[config.mk]
export PLATFORM = sky130hd
export DESIGN_NAME = mult_div_unit
export DESIGN_NICKNAME = d
export VERILOG_FILES = /design/src/rtl/mult_div_unit.sv
export SDC_FILE = /design/constraint.sdc
export NUM_CORES = 1
export LEC_CHECK = 0
export BUFFER_PORTS_ARGS = -buffer_cell sky130_fd_sc_hd__buf_4
export CAP_MARGIN = 20
export CORE_AREA = 8 8 235 237
export DETAILED_ROUTE_END_ITERATION = 6
export DIE_AREA = 0 0 243 245
export GPL_ROUTABILITY_DRIVEN = 1
export PLACE_DENSITY = 0.61
export SETUP_SLACK_MARGIN = 0.1
export SLEW_MARGIN = 5
export SYNTH_ARGS = -nofsm -noshare
export SYNTH_HDL_FRONTEND = slang
export SYNTH_SLANG_ARGS = --single-unit
[constraint.sdc]
create_clock -name clk -period 16 [get_ports clk]
set_clock_uncertainty 0.05 [all_clocks]
set_input_delay 2.4 -clock clk [delete_from_list [all_inputs] [get_ports clk]]
set_output_delay 2.4 -clock clk [all_outputs]
set_load 0.02 [all_outputs]
[src/rtl/mult_div_unit.sv]
`default_nettype none
// ============================================================================
// Module   : mult_div_unit
// Brief    : Iterative radix-2 multiply / restoring divide with HI/LO results.
//            Optional macro MULTDIV_EARLY_EXIT_EN ends mult early on zero bits.
// Revision : 1.0 - initial release
// ============================================================================
module mult_div_unit #(
    parameter int WIDTH = 32,
    parameter int CNT_W = $clog2(WIDTH) + 1
) (
    input  logic             clk,
    input  logic             reset,
    input  logic             start,
    input  logic [1:0]       op,
    input  logic             is_signed,
    input  logic [WIDTH-1:0] a,
    input  logic [WIDTH-1:0] b,
    output logic             busy,
    output logic             done,
    output logic             div_zero,
    output logic [WIDTH-1:0] hi,
    output logic [WIDTH-1:0] lo
);

    typedef enum logic [1:0] {
        S_IDLE = 2'd0,
        S_RUN  = 2'd1,
        S_FIX  = 2'd2,
        S_DONE = 2'd3
    } state_t;

    state_t               state, state_nxt;
    logic [2*WIDTH-1:0]   acc;        // mult: product; div: remainder in upper half
    logic [2*WIDTH-1:0]   mcand;      // mult: shifted multiplicand; div: divisor in lower half
    logic [WIDTH-1:0]     mplier;     // mult: multiplier; div: dividend shifting into quotient
    logic [CNT_W-1:0]     cnt;
    logic                 is_mult;
    logic                 neg_res;
    logic                 neg_rem;
    logic                 zero_flag;

    logic                 w_start_ok;
    logic                 w_a_neg;
    logic                 w_b_neg;
    logic [WIDTH-1:0]     w_a_mag;
    logic [WIDTH-1:0]     w_b_mag;
    logic                 w_div0_req;
    logic [WIDTH:0]       w_shifted;
    logic [WIDTH:0]       w_divisor;
    logic                 w_qbit;
    logic [WIDTH-1:0]     w_rem_nxt;
    logic [2*WIDTH-1:0]   w_prod_fix;
    logic [WIDTH-1:0]     w_quot_fix;
    logic [WIDTH-1:0]     w_rem_fix;

    assign w_start_ok = start && ((op == 2'b01) || (op == 2'b10));
    assign w_a_neg    = is_signed & a[WIDTH-1];
    assign w_b_neg    = is_signed & b[WIDTH-1];
    // |most-negative| is 2^(WIDTH-1), which still fits as an unsigned magnitude
    assign w_a_mag    = w_a_neg ? -a : a;
    assign w_b_mag    = w_b_neg ? -b : b;
    assign w_div0_req = (op == 2'b10) && (b == '0);

    assign w_shifted  = {acc[2*WIDTH-1:WIDTH], mplier[WIDTH-1]};
    assign w_divisor  = {1'b0, mcand[WIDTH-1:0]};
    assign w_qbit     = (w_shifted >= w_divisor);
    assign w_rem_nxt  = w_qbit ? WIDTH'(w_shifted - w_divisor) : WIDTH'(w_shifted);

    assign w_prod_fix = neg_res ? -acc : acc;
    assign w_quot_fix = neg_res ? -mplier : mplier;
    assign w_rem_fix  = neg_rem ? -acc[2*WIDTH-1:WIDTH] : acc[2*WIDTH-1:WIDTH];

    assign busy = (state != S_IDLE);

    always_ff @(posedge clk or posedge reset) begin
        if (reset) begin
            state <= S_IDLE;
        end else begin
            state <= state_nxt;
        end
    end

    always_comb begin
        state_nxt = state;
        case (state)
            S_IDLE: begin
                if (w_start_ok) begin
                    state_nxt = w_div0_req ? S_DONE : S_RUN;
                end
            end
            S_RUN: begin
                if (cnt == CNT_W'(1)) begin
                    state_nxt = S_FIX;
                end
`ifdef MULTDIV_EARLY_EXIT_EN
                else if (is_mult && ((mplier >> 1) == '0)) begin
                    state_nxt = S_FIX;
                end
`endif
            end
            S_FIX:   state_nxt = S_DONE;
            default: state_nxt = S_IDLE;
        endcase
    end

    always_ff @(posedge clk or posedge reset) begin
        if (reset) begin
            acc       <= '0;
            mcand     <= '0;
            mplier    <= '0;
            cnt       <= '0;
            is_mult   <= 1'b0;
            neg_res   <= 1'b0;
            neg_rem   <= 1'b0;
            zero_flag <= 1'b0;
            done      <= 1'b0;
            div_zero  <= 1'b0;
            hi        <= '0;
            lo        <= '0;
        end else begin
            done     <= 1'b0;
            div_zero <= 1'b0;
            case (state)
                S_IDLE: begin
                    if (w_start_ok) begin
                        is_mult   <= (op == 2'b01);
                        neg_res   <= w_a_neg ^ w_b_neg;
                        neg_rem   <= w_a_neg;
                        zero_flag <= w_div0_req;
                        acc       <= '0;
                        cnt       <= CNT_W'(WIDTH);
                        if (op == 2'b01) begin
                            mcand  <= {{WIDTH{1'b0}}, w_a_mag};
                            mplier <= w_b_mag;
                        end else begin
                            mcand  <= {{WIDTH{1'b0}}, w_b_mag};
                            mplier <= w_a_mag;
                        end
                    end
                end
                S_RUN: begin
                    cnt <= cnt - CNT_W'(1);
                    if (is_mult) begin
                        if (mplier[0]) begin
                            acc <= acc + mcand;
                        end
                        mcand  <= mcand << 1;
                        mplier <= mplier >> 1;
                    end else begin
                        acc[2*WIDTH-1:WIDTH] <= w_rem_nxt;
                        mplier               <= {mplier[WIDTH-2:0], w_qbit};
                    end
                end
                S_FIX: begin
                    if (is_mult) begin
                        hi <= w_prod_fix[2*WIDTH-1:WIDTH];
                        lo <= w_prod_fix[WIDTH-1:0];
                    end else begin
                        hi <= w_rem_fix;
                        lo <= w_quot_fix;
                    end
                end
                default: begin
                    done     <= 1'b1;
                    div_zero <= zero_flag;
                end
            endcase
        end
    end

endmodule
`default_nettype wire

==> reports/summary.log, run 1 <==
qor: grt.grt.total_usage 23.05%
qor: status.status finished, final reports clean
qor: pwr.ir_worst_vdd 0.09798 mV
qor: clocking.insertion_delay 590 ps
qor: cells_and_area.layout-drive-gt1-share 12.18%
qor: pwr.power_leakage 0.01012 uW
qor: floorplanning.floorplan.io_pins 137
qor: clocking.tritoncts done
qor: yosys.netlist.area_leader.share 29.22%
qor: pwr.combPwrFrac 53.7%
qor: critical_path.critical_path.endpoint_type flip-flop
qor: sta.hold_violations 0
qor: yosys.synth.yosys.seq_area_share 29.22%
qor: yosys.synth_cell_type_count 85
qor: clocking.clk_pin_slew 60 ps
qor: placed_design.port_buffers 136
qor: run.maxCapViolCount 0
qor: routing.total_wire_length_after_detailed_routing 71310 um
qor: sta.clock.fmax 193.8 MHz
qor: cells_and_area.layout_area_overhead 12.87%
qor: yosys.post_synth_inst_count 2568
qor: critical_path.timing.critical_path.arrival 5540 ps
qor: routing.route.detailed.vias_per_inst 5.964
qor: yosys.synth-seq-cells 238
qor: floorplanning.effective_utilization_at_floorplan 39.41%
qor: routing.drc_violations 0
qor: clocking.cts_max_level 1
qor: pwr.internal_power 2044 uW
qor: pwr.netSwitchingFraction 48.22%
qor: pwr.switchingPower 1904 uW
qor: grt.grt_pass1_vias 18860
qor: critical_path.timing.critical_path.fanout_max 7
qor: critical_path.timing_worst_setup_path_type reg2reg
qor: placed_design.dpl_worst_slack 10370 ps
qor: yosys.synth.top_cells.by_area sky130_fd_sc_hd__dfrtp_1 (29%), sky130_fd_sc_hd__ha_1 (6.6%), sky130_fd_sc_hd__nand2_1 (5.9%)
qor: critical_path.crit_path_end acc[54]
qor: pwr.power_density_over_the_cells 171.6 mW/mm^2
qor: clocking.cts_root_buffer sky130_fd_sc_hd__clkbuf_16
qor: routing.antenna_violating_nets_remaining 0
qor: floorplanning.fp.dieArea 0.05954 sq mm
qor: yosys.synth.yosys.warnings 0
qor: pwr.p_seq_share 28.0%
qor: grt.grt_pass1_wl 111200 um
qor: sta.drv_slew 0
qor: routing.avgRoutedWirePerCell 21.50 um
qor: sta.tightest_slew 1175 ps
qor: grt.antenna_found_initial 0
qor: yosys.synth_fp_nets 2748
qor: worst_hold_path.hp-class reg2reg
qor: sta.timing.setup.tns 0 ps
qor: sta.hold-worst-slack 441.2 ps
qor: grt.largest_net_degree_at_the_start_of_global_routing 115
qor: clocking.postCtsHoldBufs 0
qor: floorplanning.die_width 243 um
qor: critical_path.r2r_end acc[54]
qor: cells_and_area.layout.nets 2785
qor: sta.rsz0062_at_grt no
qor: yosys.synth_top_area_cell sky130_fd_sc_hd__dfrtp_1
qor: grt.grt_overflow_total 0
qor: yosys.synth_area 0.02038 sq mm
qor: yosys.syn-mean-instance-area 7.936 sq um
qor: clocking.cts_setup_buffers 0
qor: cells_and_area.n_fill_cell 5222
qor: cells_and_area.post-route-cell-area 0.02300 sq mm
qor: routing.drt_pre_antenna_iters 7
qor: floorplanning.die-height 245 um
qor: sta.maxSlewHeadroom 20.97%
qor: placed_design.routabilityCongestion 0.9752
qor: critical_path.worstSetupStartpointType flip-flop
qor: clocking.cts.repair.resized 0
qor: placed_design.placedInstanceArea 0.02195 sq mm
qor: clocking.clock_path_buffers 3
qor: pwr.clock_power_share 18.3%
qor: floorplanning.rows 84
qor: clocking.cts.sink_count 238
qor: floorplanning.design.core.area 0.05171 sq mm
qor: sta.final_critical_path_setup_slack 10840 ps
qor: critical_path.worstPathRequired 16380 ps
qor: routing.drt-initial-drc-count 1782
qor: sta.fin_crit 5160 ps
qor: critical_path.critical_path.reg2reg.startpoint acc[0]
qor: sta.setup-violations-final 0
qor: placed_design.post-dp-hpwl 54280 um
qor: cells_and_area.layout.cells.most_common_list sky130_fd_sc_hd__nand2_1 (319), sky130_fd_sc_hd__dfrtp_1 (236), sky130_fd_sc_hd__a21oi_1 (216), sky130_fd_sc_hd__nor2_1 (193), sky130_fd_sc_hd__o21ai_0 (181)
qor: sta.fin_crit_sh 32.25%
qor: cells_and_area.antenna-diode-count 0
qor: critical_path.r2r_setup_slack 10840 ps
qor: critical_path.timing.critical_path.from acc[0]
qor: yosys.synth_async_sr_flop_share 100.0%
qor: yosys.synth_enable_flop_cells 0
qor: clocking.tritoncts.num_buffers 30
qor: critical_path.worstRegToRegCells 13
qor: routing.num_vias 19780
qor: cells_and_area.mostFrequentLayoutCell sky130_fd_sc_hd__nand2_1
qor: yosys.ys.flop_type sky130_fd_sc_hd__dfrtp_1
[worst min-delay path by stage]
| stage | start | end | depth (start not counted) |
|---|---|---|---|
| 4_1_cts | zero_flag | zero_flag | 2 |
| 3_3_place_gp | zero_flag | zero_flag | 2 |
| 5_1_grt | lo[5] | lo[5] | 1 |
| 3_5_place_dp | zero_flag | div_zero | 1 |
| 2_1_floorplan | zero_flag | zero_flag | 2 |
| 6_report | zero_flag | zero_flag | 2 |
[metrics by stage]
step | util, % | total power (uW) | instances
floorplan | - | 2536 | 2568
global placement | 42.43 | 3154 | 3259
detailed placement | 42.46 | 3173 | 3261
CTS | 44.49 | 3914 | 3316
global route | 44.49 | 4229 | 3316
finish | 44.49 | 3948 | 3316
[synth_stat cells, drive strengths merged, types with 7 or more instances]
cell type	instances
nand3	77
nand2b	10
and3	11
inv	112
or3	30
ha	108
a21oi	218
nand2	319
o21bai	15
xor2	112
o21a	12
clkbuf	143
a211o	13
a221o	8
o41ai	18
nor3	54
o311ai	7
o21ai	196
and2	11
or2	18
a22o	8
nor2	194
a211oi	51
or4	20
o211ai	56
buf	12
nand4	23
dfrtp	238
o31ai	59
mux2i	43
nor2b	8
a22oi	15
a31oi	38
nor4	16
xnor2	117
a41oi	9
mux2	54
a21o	44
[power groups by stage]
stage	sequential, uW	combinational [uW]	clock (uW)
after floorplan	928	1610	0
after global placement	1100	2060	0
after detailed placement	1100	2070	0
after CTS	1090	2090	734
after global routing	1120	2350	758
final	1110	2120	722
[layer usage]
layer,vias up,part of all wire [%],track usage [%]
met3,126,7.4,3.435
met2,765,43,34.62
met5,-,0,0
met1,9504,47,33.58
met4,0,3.1,7.546
li1,9382,-,-
[state kept, by name, indices dropped and copies added (netlist names), 2 cells and up]
signal,cells
state,2
hi,32
mplier,32
acc,64
mcand,64
cnt,6
lo,32
[area by class of cell]
type / count / area, sq um / area share (%)
multi-input combinational: 2062 / 13500 / 58.68
sequential: 238 / 5961 / 25.91
timing repair buffer: 160 / 1202 / 5.227
clock buffer: 41 / 893.4 / 3.883
tap: 688 / 860.8 / 3.742
inverter: 113 / 431.7 / 1.876
clock inverter: 14 / 156.4 / 0.6799
[critical path, cell delays in order (launching register included)]
cell and delay (ps):
sky130_fd_sc_hd__dfrtp_1 520, sky130_fd_sc_hd__ha_1 260, sky130_fd_sc_hd__inv_1 70, sky130_fd_sc_hd__fa_1 380
sky130_fd_sc_hd__nor2b_1 230, sky130_fd_sc_hd__o2111ai_1 220, sky130_fd_sc_hd__a2111oi_1 780, sky130_fd_sc_hd__o311ai_0 200
sky130_fd_sc_hd__buf_4 190, sky130_fd_sc_hd__a311oi_1 720, sky130_fd_sc_hd__nor2_1 260, sky130_fd_sc_hd__o31ai_1 820
sky130_fd_sc_hd__xnor2_1 200, sky130_fd_sc_hd__a31oi_1 100
[kinds of logic after synthesis]
kind of cell,after synthesis,share of synthesized area [%]
simple gates,811,18.31
buf+inv,268,4.985
fa+ha+maj,110,6.827
compound gates,814,25.59
flops,238,29.22
mux,98,5.224
xor+xnor,229,9.841
(Power assumes the default switching activity.)
==> inputs of run 2 (changes only) <==
Settings changed: ABC_AREA set to 1, CORE_AREA 8 8 235 237 to 8 8 257 259, DIE_AREA 0 0 243 245 to 0 0 265 267.
Clock period 16 ns to 4.93 ns, I/O delays scaled along.
==> run 2 against run 1 <==
- total power grew 21%
- clock-buffer cell count grew 5
- die area grew 19%
- hold slack lost 380 ps
==> reports/summary.log, run 2 <==
qor: status.status finished, final reports clean
qor: grt.largest_net_degree_at_the_start_of_global_routing 125
qor: pwr.power_leakage 0.01493 uW
qor: critical_path.critical_path.endpoint_type flip-flop
qor: yosys.netlist.area_leader.share 24.25%
qor: routing.avgRoutedWirePerCell 20.56 um
qor: yosys.synth_enable_flop_cells 0
qor: clocking.insertion_delay 560 ps
qor: yosys.area_share_of_fa_ha_maj_cells_after_synthesis 5.664%
qor: grt.grtUsageMet2 42.33%
qor: clocking.cts_root_buffer sky130_fd_sc_hd__clkbuf_16
qor: cells_and_area.biggestRegsByFlops acc (64), mcand (64)
qor: grt.grt.busiest_layer met1
qor: floorplanning.die_width 265 um
qor: critical_path.timing.critical_path.fanout_max 36
qor: critical_path.worstSetupStartpointType flip-flop
qor: sta.tightest_slew 1040 ps
qor: yosys.yosys.area_share.simple 42.74%
qor: grt.met1_usage_grt 42.53%
qor: routing.drt-initial-drc-count 3819
qor: yosys.synth_cell_type_count 52
qor: sta.fin_crit_sh 68.50%
qor: clocking.cts_setup_buffers 0
qor: sta.setup-violations-final 0
qor: clocking.cts.repair.resized 0
qor: cells_and_area.layout_area_overhead 11.56%
qor: yosys.ys.flop_type sky130_fd_sc_hd__dfrtp_1
qor: pwr.power_density_over_the_cells 174.1 mW/mm^2
qor: sta.clock.fmax 296.1 MHz
qor: sta.hold-worst-slack 65.60 ps
qor: yosys.synth.yosys.seq_area_share 24.25%
qor: yosys.synth_fp_nets 4479
qor: clocking.tritoncts.num_buffers 34
qor: placed_design.routabilityCongestion 1.055
qor: pwr.ir_worst_vdd 0.1956 mV
qor: routing.antenna_violating_nets_remaining 0
qor: clocking.cts.sink_count 238
qor: yosys.synth.top_cells.by_area sky130_fd_sc_hd__dfrtp_1 (24%), sky130_fd_sc_hd__nand2_1 (22%), sky130_fd_sc_hd__inv_1 (9.6%)
qor: grt.global_routing_met3_resource_utilization 6.917%
qor: floorplanning.design.core.area 0.06216 sq mm
qor: yosys.synth_top_area_cell sky130_fd_sc_hd__dfrtp_1
qor: cells_and_area.mostFrequentLayoutCell sky130_fd_sc_hd__nand2_1
qor: cells_and_area.n_fill_cell 6816
qor: floorplanning.die-height 267 um
qor: routing.drt_pre_antenna_iters 6
qor: floorplanning.floorplan.io_pins 137
qor: clocking.clock_path_buffers 3
qor: clocking.cts_max_level 2
qor: sta.hold_violations 0
qor: yosys.synth_area 0.02456 sq mm
qor: yosys.synth_compound_gate_area_share 13.16%
qor: floorplanning.fp.dieArea 0.07076 sq mm
qor: placed_design.port_buffers 136
qor: run.maxCapViolCount 0
qor: floorplanning.rows 92
qor: yosys.synth_xor_xnor_area_share 2.104%
qor: yosys.yosys-mux-area-fraction 0%
qor: routing.drc_violations 0
qor: floorplanning.effective_utilization_at_floorplan 39.52%
qor: critical_path.timing_worst_setup_path_type reg2reg
qor: grt.grt_pass1_wl 159600 um
qor: yosys.post_synth_inst_count 4299
qor: cells_and_area.layout.nets 4548
qor: yosys.synth-seq-cells 238
qor: clocking.postCtsHoldBufs 0
qor: placed_design.post-dp-hpwl 86520 um
qor: critical_path.worstPathRequired 5330 ps
qor: yosys.syn-mean-instance-area 5.714 sq um
qor: routing.num_vias 28390
qor: sta.drv_slew 0
qor: critical_path.timing.critical_path.arrival 3780 ps
qor: yosys.main_combinational_cell_family_by_area_after_synthesis simple AND/OR/NAND/NOR gates
qor: critical_path.timing.critical_path.from state[1]
qor: grt.grt_pass1_vias 26020
qor: yosys.most_instantiated_library_cell_after_synthesis sky130_fd_sc_hd__nand2_1
qor: yosys.synth_commonest_cells sky130_fd_sc_hd__nand2_1 (1448), sky130_fd_sc_hd__inv_1 (630), sky130_fd_sc_hd__nor2_1 (504), sky130_fd_sc_hd__nand3_1 (393), sky130_fd_sc_hd__o21ai_0 (252)
qor: sta.final_critical_path_setup_slack 1553 ps
qor: grt.antenna_found_initial 1
qor: grt.grt_overflow_total 0
qor: clocking.tritoncts done
qor: placed_design.dpl_worst_slack 1485 ps
qor: grt.grt.total_usage 29.25%
qor: sta.rsz0062_at_grt no
qor: routing.total_wire_length_after_detailed_routing 106700 um
qor: cells_and_area.layout.cells.most_common_list sky130_fd_sc_hd__nand2_1 (1448), sky130_fd_sc_hd__inv_1 (627), sky130_fd_sc_hd__nor2_1 (503), sky130_fd_sc_hd__nand3_1 (393), sky130_fd_sc_hd__o21ai_0 (252)
qor: yosys.synth_async_sr_flop_share 100.0%
qor: sta.timing.setup.tns 0 ps
qor: critical_path.critical_path.reg2reg.startpoint state[1]
qor: routing.route.detailed.vias_per_inst 5.471
qor: worst_hold_path.hp-class in2async
qor: cells_and_area.antenna-diode-count 0
qor: cells_and_area.layout-drive-gt1-share 6.422%
qor: clocking.clk_pin_slew 60 ps
qor: sta.maxSlewHeadroom 30.64%
qor: sta.fin_crit 3377 ps
qor: yosys.synth.yosys.warnings 0
run 2: cell type report:
type | instances | area, sq um | share of cell area, %
multi-input cells | 3291 | 15660 | 57.14
clock buffers | 46 | 989.7 | 3.612
well taps | 799 | 999.7 | 3.648
clock inverters | 13 | 136.4 | 0.4977
repair buffers | 162 | 1249 | 4.557
inverters | 641 | 2410 | 8.794
flip-flops and latches | 238 | 5961 | 21.75
run 2: cell families (layout without fill, tap and decap cells):
family,after synthesis,in the layout
buffers and inverters,770,862
AOI/OAI and AO/OA,587,587
adders and majority gates,110,110
and+or+nand+nor,2535,2535
DFF,238,238
xor gates and xnor gates,59,59
run 2: critical path: stages, from the launching register on:
cell and delay (ps):
sky130_fd_sc_hd__dfrtp_1 420, sky130_fd_sc_hd__inv_1 90, sky130_fd_sc_hd__ha_2 180, sky130_fd_sc_hd__inv_2 350, sky130_fd_sc_hd__nor2_1 80, sky130_fd_sc_hd__inv_1 300
sky130_fd_sc_hd__nand2_2 110, sky130_fd_sc_hd__inv_2 440, sky130_fd_sc_hd__nand2_2 250, sky130_fd_sc_hd__nor2_4 390, sky130_fd_sc_hd__inv_2 240, sky130_fd_sc_hd__a21oi_1 160
sky130_fd_sc_hd__o21ai_0 90, sky130_fd_sc_hd__o21ai_0 80
run 2: worst paths after layout:
check	to	slack, ps	depth (start not counted)
max	acc[20]	1550	13
min	lo[5]	70	2
max reg2reg	acc[20]	1550	13
min reg2reg	hi[16]	430	2
max in group asynchronous	is_mult	3730	3
min in group clk	hi[16]	430	2
run 2: routing by layer:
metal  routed length [um]  part of all wire, %
met3                12760                   12
met5                   13                0.012
met2                42870                   40
met4                 3469                  3.3
met1                47590                   45
run 2: stage by stage:
step | area (sq um) | std cells | power, uW | util [%]
after floorplan | 24570 | 4299 | 2159 | -
after global placement | 26260 | 5130 | 2275 | 42.25
after detailed placement | 26260 | 5130 | 2274 | 42.25
after CTS | 27390 | 5189 | 4792 | 44.06
after global routing | 27400 | 5190 | 4897 | 44.09
final | 27400 | 5190 | 4770 | 44.09
run 2: where the power goes:
part | internal (uW) | switching, uW
sequential | 1950 | 0
clock | 1520 | 1010
combinational | 92.5 | 193
total | 3560 | 1210
